$ cat src/rtl/chan_scan_ser14.sv
// Round-robin scanner for a 4 x 14-bit sample mux. Each selected sample is
// sent to a 16-bit serial DAC as {channel, sample}, MSB first.
module chan_scan_ser14 #(
  parameter int DIV = 4,
  parameter int GAP = 2
) (
  input  logic        CLK,
  input  logic        RSTN,
  input  logic        EN,
  input  logic [3:0]  MASK,
  output logic [1:0]  S,
  input  logic [13:0] Y,
  output logic        SCLK,
  output logic        SDO,
  output logic        SYNCN,
  output logic [1:0]  CH,
  output logic        BUSY,
  output logic        DONE
);

  typedef enum logic [2:0] {
    ST_IDLE,
    ST_SETTLE,
    ST_LOAD,
    ST_SHIFT,
    ST_GAP
  } state_t;

  localparam logic [7:0] DIV_LAST = 8'(DIV - 1);
  localparam logic [7:0] GAP_LAST = 8'(GAP);

  state_t      state, state_nxt;
  logic [1:0]  last_ch, next_ch, cand;
  logic        found;
  logic [7:0]  div_cnt, gap_cnt;
  logic [4:0]  half_cnt;
  logic [14:0] shreg;

  logic can_start, div_tick, gap_done;
  logic start_frame, stop_scan, sclk_rise, sclk_fall, frame_end;

  // First enabled channel after the last one served, wrapping back to it.
  always_comb begin
    next_ch = last_ch;
    found   = 1'b0;
    cand    = 2'd0;
    for (int i = 1; i <= 4; i++) begin
      cand = last_ch + 2'(i);
      if (!found && MASK[cand]) begin
        next_ch = cand;
        found   = 1'b1;
      end
    end
  end

  assign can_start = EN && (MASK != 4'b0000);
  assign div_tick  = (div_cnt == DIV_LAST);
  assign gap_done  = (gap_cnt == GAP_LAST);

  always_ff @(posedge CLK) begin
    if (!RSTN) state <= ST_IDLE;
    else       state <= state_nxt;
  end

  always_comb begin
    state_nxt = state;
    case (state)
      ST_IDLE:   if (can_start) state_nxt = ST_SETTLE;
      ST_SETTLE: state_nxt = ST_LOAD;
      ST_LOAD:   state_nxt = ST_SHIFT;
      ST_SHIFT:  if (frame_end) state_nxt = ST_GAP;
      ST_GAP:    if (gap_done) state_nxt = can_start ? ST_SETTLE : ST_IDLE;
      default:   state_nxt = ST_IDLE;
    endcase
  end

  // The last GAP cycle doubles as the decision cycle for the next frame.
  always_comb begin
    start_frame = ((state == ST_IDLE) || (state == ST_GAP && gap_done)) && can_start;
    stop_scan   = (state == ST_GAP) && gap_done && !can_start;
    sclk_rise   = (state == ST_SHIFT) && div_tick && !half_cnt[0];
    sclk_fall   = (state == ST_SHIFT) && div_tick && half_cnt[0];
    frame_end   = sclk_fall && (half_cnt == 5'd31);
  end

  always_ff @(posedge CLK) begin
    if (!RSTN) begin
      S        <= 2'd0;
      SCLK     <= 1'b0;
      SDO      <= 1'b0;
      SYNCN    <= 1'b1;
      CH       <= 2'd0;
      BUSY     <= 1'b0;
      DONE     <= 1'b0;
      last_ch  <= 2'd3;
      div_cnt  <= 8'd0;
      gap_cnt  <= 8'd0;
      half_cnt <= 5'd0;
      shreg    <= 15'd0;
    end else begin
      DONE <= 1'b0;
      if (start_frame) begin
        S    <= next_ch;
        BUSY <= 1'b1;
      end else if (stop_scan) begin
        BUSY <= 1'b0;
      end
      if (state == ST_LOAD) begin
        shreg    <= {S[0], Y};
        CH       <= S;
        last_ch  <= S;
        SDO      <= S[1];
        SYNCN    <= 1'b0;
        div_cnt  <= 8'd0;
        half_cnt <= 5'd0;
      end
      if (state == ST_SHIFT) begin
        div_cnt <= div_tick ? 8'd0 : div_cnt + 8'd1;
        if (div_tick) half_cnt <= half_cnt + 5'd1;
      end
      if (sclk_rise) SCLK <= 1'b1;
      // Data advances on the falling edge so it is stable around each rise.
      if (sclk_fall) begin
        SCLK  <= 1'b0;
        SDO   <= shreg[14];
        shreg <= {shreg[13:0], 1'b0};
      end
      if (frame_end) begin
        SYNCN   <= 1'b1;
        SDO     <= 1'b0;
        DONE    <= 1'b1;
        gap_cnt <= 8'd0;
      end
      if (state == ST_GAP && !gap_done) gap_cnt <= gap_cnt + 8'd1;
    end
  end

endmodule

$ cat config.mk
export PLATFORM = sky130hd
export DESIGN_NAME = chan_scan_ser14
export DESIGN_NICKNAME = d
export VERILOG_FILES = /design/src/rtl/chan_scan_ser14.sv
export SDC_FILE = /design/constraint.sdc
export NUM_CORES = 1
export LEC_CHECK = 0
export ABC_AREA = 1
export ABC_CLOCK_PERIOD_IN_PS = 2300
export BUFFER_PORTS_ARGS = -buffer_cell sky130_fd_sc_hd__clkbuf_2
export CORE_MARGIN = 2
export CORE_UTILIZATION = 55
export DETAILED_ROUTE_END_ITERATION = 6
export MAX_ROUTING_LAYER = met4
export PLACE_DENSITY = 0.76
export SETUP_SLACK_MARGIN = 0.05
export SLEW_MARGIN = 15
export SYNTH_ARGS = -nofsm -noshare
export SYNTH_HDL_FRONTEND = slang
export SYNTH_SLANG_ARGS = --single-unit
$ cat constraint.sdc
create_clock -name CLK -period 2.3 [get_ports CLK]
set_input_delay 0.23 -clock CLK [delete_from_list [all_inputs] [get_ports CLK]]
set_output_delay 0.23 -clock CLK [all_outputs]
set_load 0.005 [all_outputs]
# Word-level counts from Yosys, hierarchy flattened
# Index checks and enable logic that the tools add are counted.
op_classes:
  add_sub_neg: 6
  order_cmp: 4
  eq_ne: 10
  muxes: 35
  bitwise_logic: 1
  n_reduce_logical: 28
ops:
  columns: ["cell", "count"]
  rows:
  - ["two-way mux 8 bit", 5]
  - ["two-way mux 15 bit", 2]
  - ["adder 8 x 1 -> 8 bit (second input constant)", 2]
  - ["== test 8 x 2 -> 1 bit (second input constant)", 2]
  - ["two-way mux 5 bit", 3]
  - ["one-hot mux 3 bit (5 select lines)", 1]
  - ["two-way mux 1 bit", 13]
  - ["logical AND 1 bit", 12]
  - ["< comparator 2 x 3 -> 1 bit (second input constant)", 4]
  - ["two-way mux 3 bit", 3]
  - ["binary-select mux 1 bit (select 2 bit)", 4]
  - ["two-way mux 2 bit", 4]
  - ["nonzero test 2 bit", 4]
  - ["== test 3 x 2 -> 1 bit (second input constant)", 2]
  - ["zero test 1 bit", 6]
  - ["!= test 2 bit (second input constant)", 3]
  - ["adder 5 x 1 -> 5 bit (second input constant)", 1]
  - ["== test 5 bit (second input constant)", 1]
  - ["adder 2 bit (second input constant)", 2]
  - ["nonzero test 4 bit", 1]
  - ["OR reduction 2 bit", 2]
  - ["== test 3 x 1 -> 1 bit (second input constant)", 1]
  - ["== test 3 bit (second input constant)", 1]
  - ["zero test 3 bit", 1]
  - ["other kinds (4)", 4]
word_totals:
  register_bits: 50
  input_bits: 21
  out_inout_bits: 9
  word_cells: 98

# Logic depth before layout (Yosys ltp)
logic_depth:
  word_depth: 13
  mapped_depth: 12
  ltp_nobuf: 12

# Worst setup path before layout
# OpenSTA, ideal clock, no wires.
synth_timing:
  path_type: "reg2reg"
  start: "register div_cnt[0]"
  end: "register shreg[11]"
  setup_ps: 133
  arrival_ps: 1365
  slack_ps: 802
  stages_incl_launch_ff: 10
  n_path_buf: 1
  period_less_slack_ps: 1498
  cell_sequence: "dfxtp_1 > ha_1 > nand2_1 > nor2_4 > nand2_2 > nor2_8 > inv_2 > buf_6 > nand3_1 > a31oi_1"
synth_between:
  elab_chain_len: 4
synth_lines:
  columns: ["element", "line", "rtl"]
  rows:
  - ["from (decl)", "35", "logic [7:0] div_cnt, gap_cnt;"]
  - ["from (signal assigned)", "118", "div_cnt <= div_tick ? 8'd0 : div_cnt + 8'd1;"]
  - ["== test 8 x 2 -> 1 bit *", "57", "assign div_tick = (div_cnt == DIV_LAST);"]
  - ["logical AND 1 bit * (2 in a row)", "82", "sclk_fall = (state == ST_SHIFT) && div_tick && half_cnt[0];"]
  - ["two-way mux 15 bit / nonzero test 2 bit (equally long branches)", null, null]
  - ["to (signal assigned)", "109", "shreg <= {S[0], Y};"]
  - ["to (signal assigned)", "126", "shreg <= {shreg[13:0], 1'b0};"]
  - ["to (decl)", "37", "logic [14:0] shreg;"]
# Mark *: on every way between the ends. The rest lies on a longest branch, timed or not.
# A chain may end at the register's enable or synchronous reset.

# Worst setup path after layout
layout_timing:
  start: "register div_cnt[0]"
  end: "register gap_cnt[1]"
layout_between:
  elab_chain_len: 5
layout_lines:
  columns: ["element", "line", "rtl"]
  rows:
  - ["== test 8 x 2 -> 1 bit", "57", null]
  - ["logical AND 1 bit (2 in a row)", "82", null]
  - ["logical AND 1 bit", "83", "frame_end = sclk_fall && (half_cnt == 5'd31);"]
  - ["nonzero test 2 bit (no source line)", null, null]
  - ["to (signal assigned)", "134", "if (state == ST_GAP && !gap_done) gap_cnt <= gap_cnt + 8'd1;"]
  - ["to (decl)", "35", null]
# Every way passes these cells.

==> out/results.ini <==
[placed_design]
gp_congestion=0.8933
hpwlAfterDp_um=3503
placed_cells=417
portBuffers=29

[critical_path]
path_depth=10
r2r_cells=10
crit_fanout=16
crit_family=simple AND/OR/NAND/NOR gates
critPathArrivalTime_ns=1.95
cp_num_buf_inv=1
r2r-end=gap_cnt[1]$_SDFFE_PN0P_
slowest_delay_ns=0.38
reg2reg_from=div_cnt[0]$_SDFFE_PN0P_
worstPathRequired_ns=2.49
crit_slowest_cell=dfxtp_1
path_class=flip-flop to flip-flop
rrSetupSlack_ns=0.54
path_cells=ha_1, nand2_1, nor2_4, nand2_2, nor2_8, nand2_4, nand2_1, inv_1, nand2_1, a21oi_1
critPathLaunchType=flip-flop
cpMostUsedCell=nand2_1
cp-end-kind=flip-flop

[run]
max_cap_viol_count=0

[finish]
layout_commonest_cell=nand2_1
stdcell_count=425
final_nets=398
multi_input_area_um2=1256
syn_to_final_growth_pct=13.37
nFillCells=393
drive_gt1_share_pct=14.48
seqCellArea_um2=1001
layout_common_cells=nand2_1, dfxtp_1, nand3_1, nor2_1, clkbuf_2
n_antenna_cell=0

[min_path]
worstHoldPathCells=3
holdCritStartpoint=Y[0]
whs_endpoint=shreg[0]$_SDFFE_PP0N_
hold_path.class=input pin to flip-flop

[logic_synthesis]
synth_nets=368
synth_cell_types=34
synth_area_um2=2415
ys_ff_latch=50
yosysSeqAreaShare_pct=41.45
synthCells=342
syn_area_per_cell_um2=7.061
yosysWarnings=0

[pwr]
powerDensity_nw_per_um2=772.4
leakagePower_uw=0.001162
ir_drop_uv=566.4

[timing]
whs_ns=0.1489
rsz0062_at_grt=false
relSlewSlack_pct=67.06
setup_viol=0
fmax_mhz=568.3
clock-skew-final_ns=0.005695
hold_viol_final=0
setup_tns_ns=0
finalCritPeriodShare_pct=76.51
worst_pin_slew_ns=0.4910
report.final.slew_viol_count=0
min_period_ns=1.760

[grt]
overflow=0
grt_start_max_net_pins=24
antenna_found_initial=0
grt_pass1_vias=2060
grt_use_total_pct=22.63
grt_first_pass_wirelength_um=8942

[floorplan]
ios=30
die_w_um=70.26
core_area_um2=4294
die-area_um2=4936
rows=24
die_h_um=70.26
initial_utilization_pct=56.24

[routing]
routed_wl_um=4961
first_pass_iters=4
ant_nets=0
viasPerCell=5.287
routedWlPerCell_um=11.67
drt_iter0_drc=153
drc=0
vias=2247

[cts]
h-tree-depth=2
clockBufferDepth=2
clock-sinks=50
cts_resized=0
cts.clk_slew.worst_paths_ns=0.09
numCtsBuffers=5
cts-root-buf=clkbuf_8
postCtsSetupRepairBufs=0
hold_buffers=0
cts_tree=built
insertion_delay_ns=0.30

[run_status]
status=complete, no violations

[report_power, final]
| group | switching [uW] | internal [uW] | total (uW) |
|---|---|---|---|
| sequential | 54.8 | 929 | 984 |
| combinational | 238 | 139 | 377 |
| clock | 290 | 464 | 754 |
| total | 583 | 1530 | 2110 |
[metal layers]
metal / routed length, um / up-vias / GRT usage (%)
met2: 2262 / 34 / 35.43
met1: 2464 / 1008 / 29.73
met5: 0 / - / -
met4: 73 / 0 / 7.692
li1: - / 1197 / -
met3: 160 / 8 / 3.896
[worst min-delay path, delay by kind of cell]
family | cells | cell delay [ns]
compound gates | 1 | 0.06
buf+inv | 1 | 0.08
simple gates | 1 | 0.05
[sequential cells by signal (all words and copies together), names as in the netlist]
name	cells
SYNCN	1
SDO	1
SCLK	1
state	3
CH	2
shreg	15
DONE	1
last_ch	2
div_cnt	8
BUSY	1
half_cnt	5
gap_cnt	8
S	2
[metrics by stage]
step	power, uW	area (um^2)	setup WS, ns	utilization, %
2_1_floorplan	1272	2415	0.8025	-
3_3_place_gp	1369	2595	0.5990	60.43
4_1_cts	2123	2738	0.5352	63.75
5_1_grt	2230	2738	0.3239	63.75
6_report	2115	2738	0.5403	63.75
3_5_place_dp	1378	2595	0.5641	60.43
[cells in the mapped netlist]
| library cell | instances | share of area, % |
|---|---|---|
| nand4_1 | 3 | 0.78 |
| a211oi_1 | 1 | 0.31 |
| o21ai_1 | 1 | 0.21 |
| nor2_4 | 1 | 0.47 |
| xor2_1 | 2 | 0.73 |
| and2_1 | 1 | 0.26 |
| nand2_4 | 1 | 0.47 |
| xnor2_1 | 1 | 0.36 |
| nor2_1 | 30 | 4.7 |
| buf_6 | 2 | 0.93 |
| nand3_2 | 2 | 0.83 |
| buf_2 | 3 | 0.62 |
| nor2_8 | 1 | 0.83 |
| o211ai_1 | 2 | 0.62 |
| o22ai_1 | 1 | 0.26 |
| nand3b_1 | 2 | 0.62 |
| nor3_1 | 1 | 0.21 |
| buf_4 | 1 | 0.31 |
| a221oi_1 | 2 | 0.73 |
| nand3_1 | 36 | 7.5 |
| o21ai_0 | 12 | 2.5 |
| nor4_1 | 1 | 0.26 |
| dfxtp_1 | 50 | 41 |
| o211a_1 | 1 | 0.41 |
| or2_2 | 1 | 0.26 |
| a21oi_1 | 28 | 5.8 |
| nand2_2 | 3 | 0.78 |
| nand2_1 | 103 | 16 |
| clkinv_1 | 2 | 0.31 |
| clkbuf_1 | 4 | 0.62 |
| ha_1 | 5 | 2.6 |
| inv_1 | 20 | 3.1 |
| inv_2 | 4 | 0.62 |
| a31oi_1 | 14 | 3.6 |
[kinds of logic after synthesis]
family	count (synthesis)	share of synthesized area (%)
xor+xnor	3	1.088
buf+inv	36	6.528
simple gates	186	33.89
flops	50	41.45
fa+ha+maj	5	2.591
compound gates	62	14.46
[final cells by class]
type	count	area share [%]
clock buffers	6	3.016
well taps	52	2.377
multi-input cells	256	45.89
inverters	26	3.565
flip-flops and latches	50	36.56
repair buffers	33	6.399
clock inverters	2	2.194
[how the worst max path moves through the flow]
stage	startpoint	end	slack, ns
global route	div_cnt[0]$_SDFFE_PN0P_	gap_cnt[4]$_SDFFE_PN0P_	0.32
global placement	gap_cnt[0]$_SDFFE_PN0P_	gap_cnt[6]$_SDFFE_PN0P_	0.60
CTS	div_cnt[0]$_SDFFE_PN0P_	gap_cnt[1]$_SDFFE_PN0P_	0.54
finish	div_cnt[0]$_SDFFE_PN0P_	gap_cnt[1]$_SDFFE_PN0P_	0.54
floorplan	div_cnt[0]$_SDFFE_PN0P_	shreg[11]$_SDFFE_PN0P_	0.80
detailed placement	div_cnt[0]$_SDFFE_PN0P_	SDO$_SDFFE_PP0P_	0.56
Note: power is estimated with default switching activity, not from simulation.
